File: src/rtl/seven_seg_scanner.sv
`default_nettype none
// ============================================================================
// Module   : seven_seg_scanner
// Purpose  : Time-multiplexed scan controller for a common-anode multi-digit
//            seven-segment display. Accepts a packed hex value through a
//            valid/ready handshake, holds it in a pending register, and
//            commits it to the display register only at a frame boundary
//            (or immediately while the scan is disabled), so a frame never
//            mixes old and new digits.
// Ports    : clk, rst_n          - clock, async active-low reset
//            enable              - scan enable (low = dark, scan frozen)
//            blank_lz            - leading-zero suppression enable
//            load_valid/ready    - handshake for value_in
//            value_in            - packed nibbles, [3:0] = rightmost digit
//            digit_data          - nibble for the current slot (to decoder)
//            digit_sel           - active-low one-hot anode enables
//            digit_blank         - current slot suppressed by LZ blanking
// Revision : 1.0 - initial release
// ============================================================================
module seven_seg_scanner #(
  parameter int NUM_DIGITS   = 4,
  parameter int REFRESH_DIV  = 50000,
  parameter int GUARD_CYCLES = 2
) (
  input  logic                    clk,
  input  logic                    rst_n,
  input  logic                    enable,
  input  logic                    blank_lz,
  input  logic                    load_valid,
  output logic                    load_ready,
  input  logic [4*NUM_DIGITS-1:0] value_in,
  output logic [3:0]              digit_data,
  output logic [NUM_DIGITS-1:0]   digit_sel,
  output logic                    digit_blank
);

  localparam int PRESC_W = (REFRESH_DIV > 1) ? $clog2(REFRESH_DIV) : 1;
  localparam int IDX_W   = $clog2(NUM_DIGITS);

  localparam logic [PRESC_W-1:0] PRESC_LAST = PRESC_W'(REFRESH_DIV - 1);
  localparam logic [IDX_W-1:0]   IDX_LAST   = IDX_W'(NUM_DIGITS - 1);

  logic [PRESC_W-1:0]      presc;
  logic [IDX_W-1:0]        idx;
  logic [4*NUM_DIGITS-1:0] disp_reg;
  logic [4*NUM_DIGITS-1:0] pend_reg;
  logic                    pend_full;

  logic                    tick;
  logic                    commit;
  logic                    accept;
  logic                    in_guard;
  logic [NUM_DIGITS-1:0]   blank_vec;
  logic [3:0]              nib [NUM_DIGITS];

  assign tick       = enable && (presc == PRESC_LAST);
  // While frozen there is no frame in progress, so a pending value may go
  // straight to the display; otherwise wait for the last slot's tick.
  assign commit     = pend_full && (!enable || (tick && (idx == IDX_LAST)));
  assign accept     = load_valid && !pend_full;
  assign load_ready = !pend_full;

  // Dead time at the start of each slot; a zero-length guard needs no compare.
  if (GUARD_CYCLES == 0) begin : g_no_guard
    assign in_guard = 1'b0;
  end else begin : g_guard
    assign in_guard = (presc < PRESC_W'(GUARD_CYCLES));
  end

  // Digit i is blank when every nibble from i upward is zero; digit 0 never
  // blanks so a zero value still shows a single "0".
  for (genvar i = 0; i < NUM_DIGITS; i++) begin : g_digit
    assign nib[i] = disp_reg[4*i +: 4];
    if (i == 0) begin : g_lsd
      assign blank_vec[i] = 1'b0;
    end else begin : g_upper
      assign blank_vec[i] = blank_lz && (disp_reg[4*NUM_DIGITS-1:4*i] == '0);
    end
  end

  // Prescaler and digit index; both hold while the scan is disabled.
  always_ff @(posedge clk or negedge rst_n) begin
    if (!rst_n) begin
      presc <= '0;
      idx   <= '0;
    end else if (enable) begin
      if (tick) begin
        presc <= '0;
        idx   <= (idx == IDX_LAST) ? '0 : idx + 1'b1;
      end else begin
        presc <= presc + 1'b1;
      end
    end
  end

  // Pending / display registers. commit requires pend_full and accept
  // requires !pend_full, so the two never coincide.
  always_ff @(posedge clk or negedge rst_n) begin
    if (!rst_n) begin
      pend_full <= 1'b0;
      pend_reg  <= '0;
      disp_reg  <= '0;
    end else if (commit) begin
      disp_reg  <= pend_reg;
      pend_full <= 1'b0;
    end else if (accept) begin
      pend_reg  <= value_in;
      pend_full <= 1'b1;
    end
  end

  // Registered outputs, one cycle behind presc/idx.
  always_ff @(posedge clk or negedge rst_n) begin
    if (!rst_n) begin
      digit_data  <= 4'h0;
      digit_sel   <= '1;
      digit_blank <= 1'b0;
    end else begin
      digit_data  <= nib[idx];
      digit_blank <= blank_vec[idx];
      if (!enable || in_guard || blank_vec[idx]) begin
        digit_sel <= '1;
      end else begin
        digit_sel <= ~(NUM_DIGITS'(1) << idx);
      end
    end
  end

endmodule
`default_nettype wire

File: config.mk
export PLATFORM = sky130hd
export DESIGN_NAME = seven_seg_scanner
export DESIGN_NICKNAME = d
export VERILOG_FILES = /design/src/rtl/seven_seg_scanner.sv
export SDC_FILE = /design/constraint.sdc
export NUM_CORES = 1
export LEC_CHECK = 0
export ABC_AREA = 0
export CAP_MARGIN = 10
export CORE_MARGIN = 4
export CORE_UTILIZATION = 62
export CTS_BUF_LIST = sky130_fd_sc_hd__clkbuf_8
export CTS_CLUSTER_DIAMETER = 120
export DETAILED_ROUTE_END_ITERATION = 7
export PLACE_DENSITY = 0.92
export SLEW_MARGIN = 20
export SYNTH_ARGS = -nofsm -noshare
export SYNTH_HDL_FRONTEND = slang
export SYNTH_SLANG_ARGS = --single-unit
File: constraint.sdc
create_clock -name clk -period 4.8 [get_ports clk]
set_input_delay 0.96 -clock clk [delete_from_list [all_inputs] [get_ports clk]]
set_output_delay 0.96 -clock clk [all_outputs]
set_load 0.05 [all_outputs]
==> flow_summary_export.csv <==
group,metric,value,unit
critical_path,cp-end-kind,"flop",
route,drc_errors,0,
clock_network,clock_latency,0.33,ns
finish,synthToLayoutAreaGrowth,19.7,%
timing,skew,0.0103,ns
finish,n_antenna_cell,0,
clock_network,cts_tree,"yes",
logic_synthesis,synth_cell_type_count,34,
timing,tns,0,ns
clock_network,root_buffer,"clkbuf_8",
route,dr.pass1.iters,4,
clock_network,hold_buffers,0,
clock_network,cts_setup_buffers,0,
critical_path,cp.arrival,3.52,ns
clock_network,htree_levels,3,
timing,fin_hold_ws,0.503,ns
finish,design_area,3180,µm²
clock_network,path_clk_slew,0.06,ns
worst_hold_path,holdCritStartpoint,"presc[12]$_DFFE_PN0P_",
clock_network,post_cts_resized,0,
die,io-pin-count,31,
route,vias,1736,
timing,setup_viol,0,
timing,setup_slack,1.50,ns
timing,max_clock_freq,303,MHz
clock_network,clk_path_buf_depth,2,
finish,nNetsFinal,260,
pwr,p_leak,1.36,nW
run_status,outcome,"finished clean",
timing,slew-limit-headroom,0.335,
critical_path,crit_required,5.01,ns
worst_hold_path,hold_path_end,"presc[12]$_DFFE_PN0P_",
clock_network,clock_sinks,60,
pwr,p_total,1.52,mW
timing,period_share,0.688,
job,cap_violations,0,
timing,finalHoldViolations,0,
placed_design,dp_slack,1.18,ns
critical_path,worstReg2RegEnd,"disp_reg[4]$_DFFE_PN0P_",
critical_path,rr_startpoint,"presc[1]$_DFFE_PN0P_",
logic_synthesis,post_synth.cell_area_avg,13.4,µm²
global_route,grt_max_degree,61,
worst_hold_path,hold_path.class,"reg -> reg",
die,dieArea,5390,µm²
die,die_y,73.4,µm
placed_design,place_congestion,0.876,
logic_synthesis,ys.flop_type,"dfrtp_1",
critical_path,ff2ff_path_depth,5,
placed_design,numPortBuffers,30,
pwr,powerDensity,477,nW/µm²
die,num_rows,23,
route,vias_per_cell,6.01,
timing,fin_crit,3.30,ns
logic_synthesis,synth_area,2650,µm²
critical_path,path_class,"in -> reg",
logic_synthesis,postSynthCellCount,198,
die,start_util,0.654,
route,drt-total-wl,5.13,mm
timing,drv_slew,0,
global_route,grt_pass1_wl,8.63,mm
clock_network,cts_buffers,9,
logic_synthesis,synth_edf_count,0,
global_route,antenna_found_initial,0,
global_route,grt_overflow,0,
critical_path,r2r_slack,2.34,ns
pwr,peakVddDrop,264,µV
worst_hold_path,hold_path_depth,1,
logic_synthesis,yosysWarningCount,0,
global_route,groute.usage.overall,0.219,
logic_synthesis,yosysSeqAreaShare,0.568,
die,core_area,4060,µm²
critical_path,cp_max_fo,17,
placed_design,place_area,2990,µm²
route,drtIter0Drc,177,
global_route,grt_pass1_vias,1836,
timing,max_slew.worst_pin.slew,0.997,ns
route,wire_per_inst,17.7,µm
die,die_w,73.4,µm
logic_synthesis,synth_seq_cells,60,
logic_synthesis,syn_nets,224,
critical_path,startpoint_type,"input port",
placed_design,post-dp-hpwl,3.55,mm
route,postRouteAntennaNets,0,
logic_synthesis,synthArstFlopShare,1.00,
timing,rsz0062_at_grt,"false",
finish,drive_gt1_frac,0.272,
## cell type report
type / instances / area, µm²
multi-input combinational: 125 / 1090
clock inverter: 4 / 23.8
clock buffer: 12 / 165
fill: 234 / 881
timing repair buffer: 32 / 310
sequential: 60 / 1510
inverter: 6 / 22.5
tap: 50 / 62.6
## how the worst max path moves through the flow
stage | startpoint | end | slack, ns | cells past startpoint
after floorplan | enable | disp_reg[10]$_DFFE_PN0P_ | 2.48 | 5
after global placement | enable | disp_reg[15]$_DFFE_PN0P_ | 1.26 | 5
after detailed placement | enable | disp_reg[4]$_DFFE_PN0P_ | 1.18 | 5
after CTS | enable | disp_reg[4]$_DFFE_PN0P_ | 1.52 | 5
after global routing | enable | disp_reg[1]$_DFFE_PN0P_ | 1.34 | 5
final | enable | disp_reg[4]$_DFFE_PN0P_ | 1.50 | 5
## cell usage in the layout, fill, tap and decap left out, types with 7 or more instances in the layout
cell type / n
clkbuf_8: 12
clkdlybuf4s50_1: 29
dfrtp_1: 56
inv_1: 7
mux2_2: 24
mux2_4: 9
nand2_1: 7
nand3_1: 9
nand4_1: 8
nor2_1: 11
nor4_1: 8
## report_power, final
group          switching (mW)  internal [mW]  total, mW
registers               0.116          0.637      0.753
clock network           0.190          0.227      0.417
logic                   0.162          0.186      0.347
total                   0.468           1.05       1.52
## worst max-delay path, stage by stage
cell	delay (ns)
clkdlybuf4s50_1	0.80
and4_4	0.35
nand3_2	0.10
o32ai_4	0.87
mux2_2	0.42
## through the flow
step	instances	util
4_1_cts	289	0.783
5_1_grt	289	0.783
2_1_floorplan	198	-
3_3_place_gp	273	0.736
6_report	289	0.783
3_5_place_dp	273	0.736
## logic make-up after synthesis
kind of cell	count (synthesis)	synth area share
compound gates	8	0.0269
xor+xnor	12	0.0396
fa+ha+maj	5	0.0236
buf+inv	13	0.0231
flops	60	0.568
mux	37	0.187
simple gates	63	0.132
## metal layers
metal / track usage / vias up / part of all wire
li1: - / 787 / -
met1: 0.267 / 850 / 0.40
met2: 0.327 / 80 / 0.49
met3: 0.0807 / 19 / 0.074
met4: 0.145 / 0 / 0.034
met5: 0 / - / 0
## cells in the mapped netlist, drive strengths merged (5+ instances only)
library cell / instances / area [µm²]
dfrtp: 56 / 1400
ha: 5 / 62.6
inv: 6 / 22.5
mux2: 33 / 405
nand2: 8 / 32.5
nand3: 10 / 55.1
nand4: 8 / 50.1
nor2: 12 / 47.6
nor3: 6 / 30.0
nor4: 9 / 62.6
xnor2: 6 / 52.6
xor2: 6 / 52.6
Power figures use the tool's default switching activity.
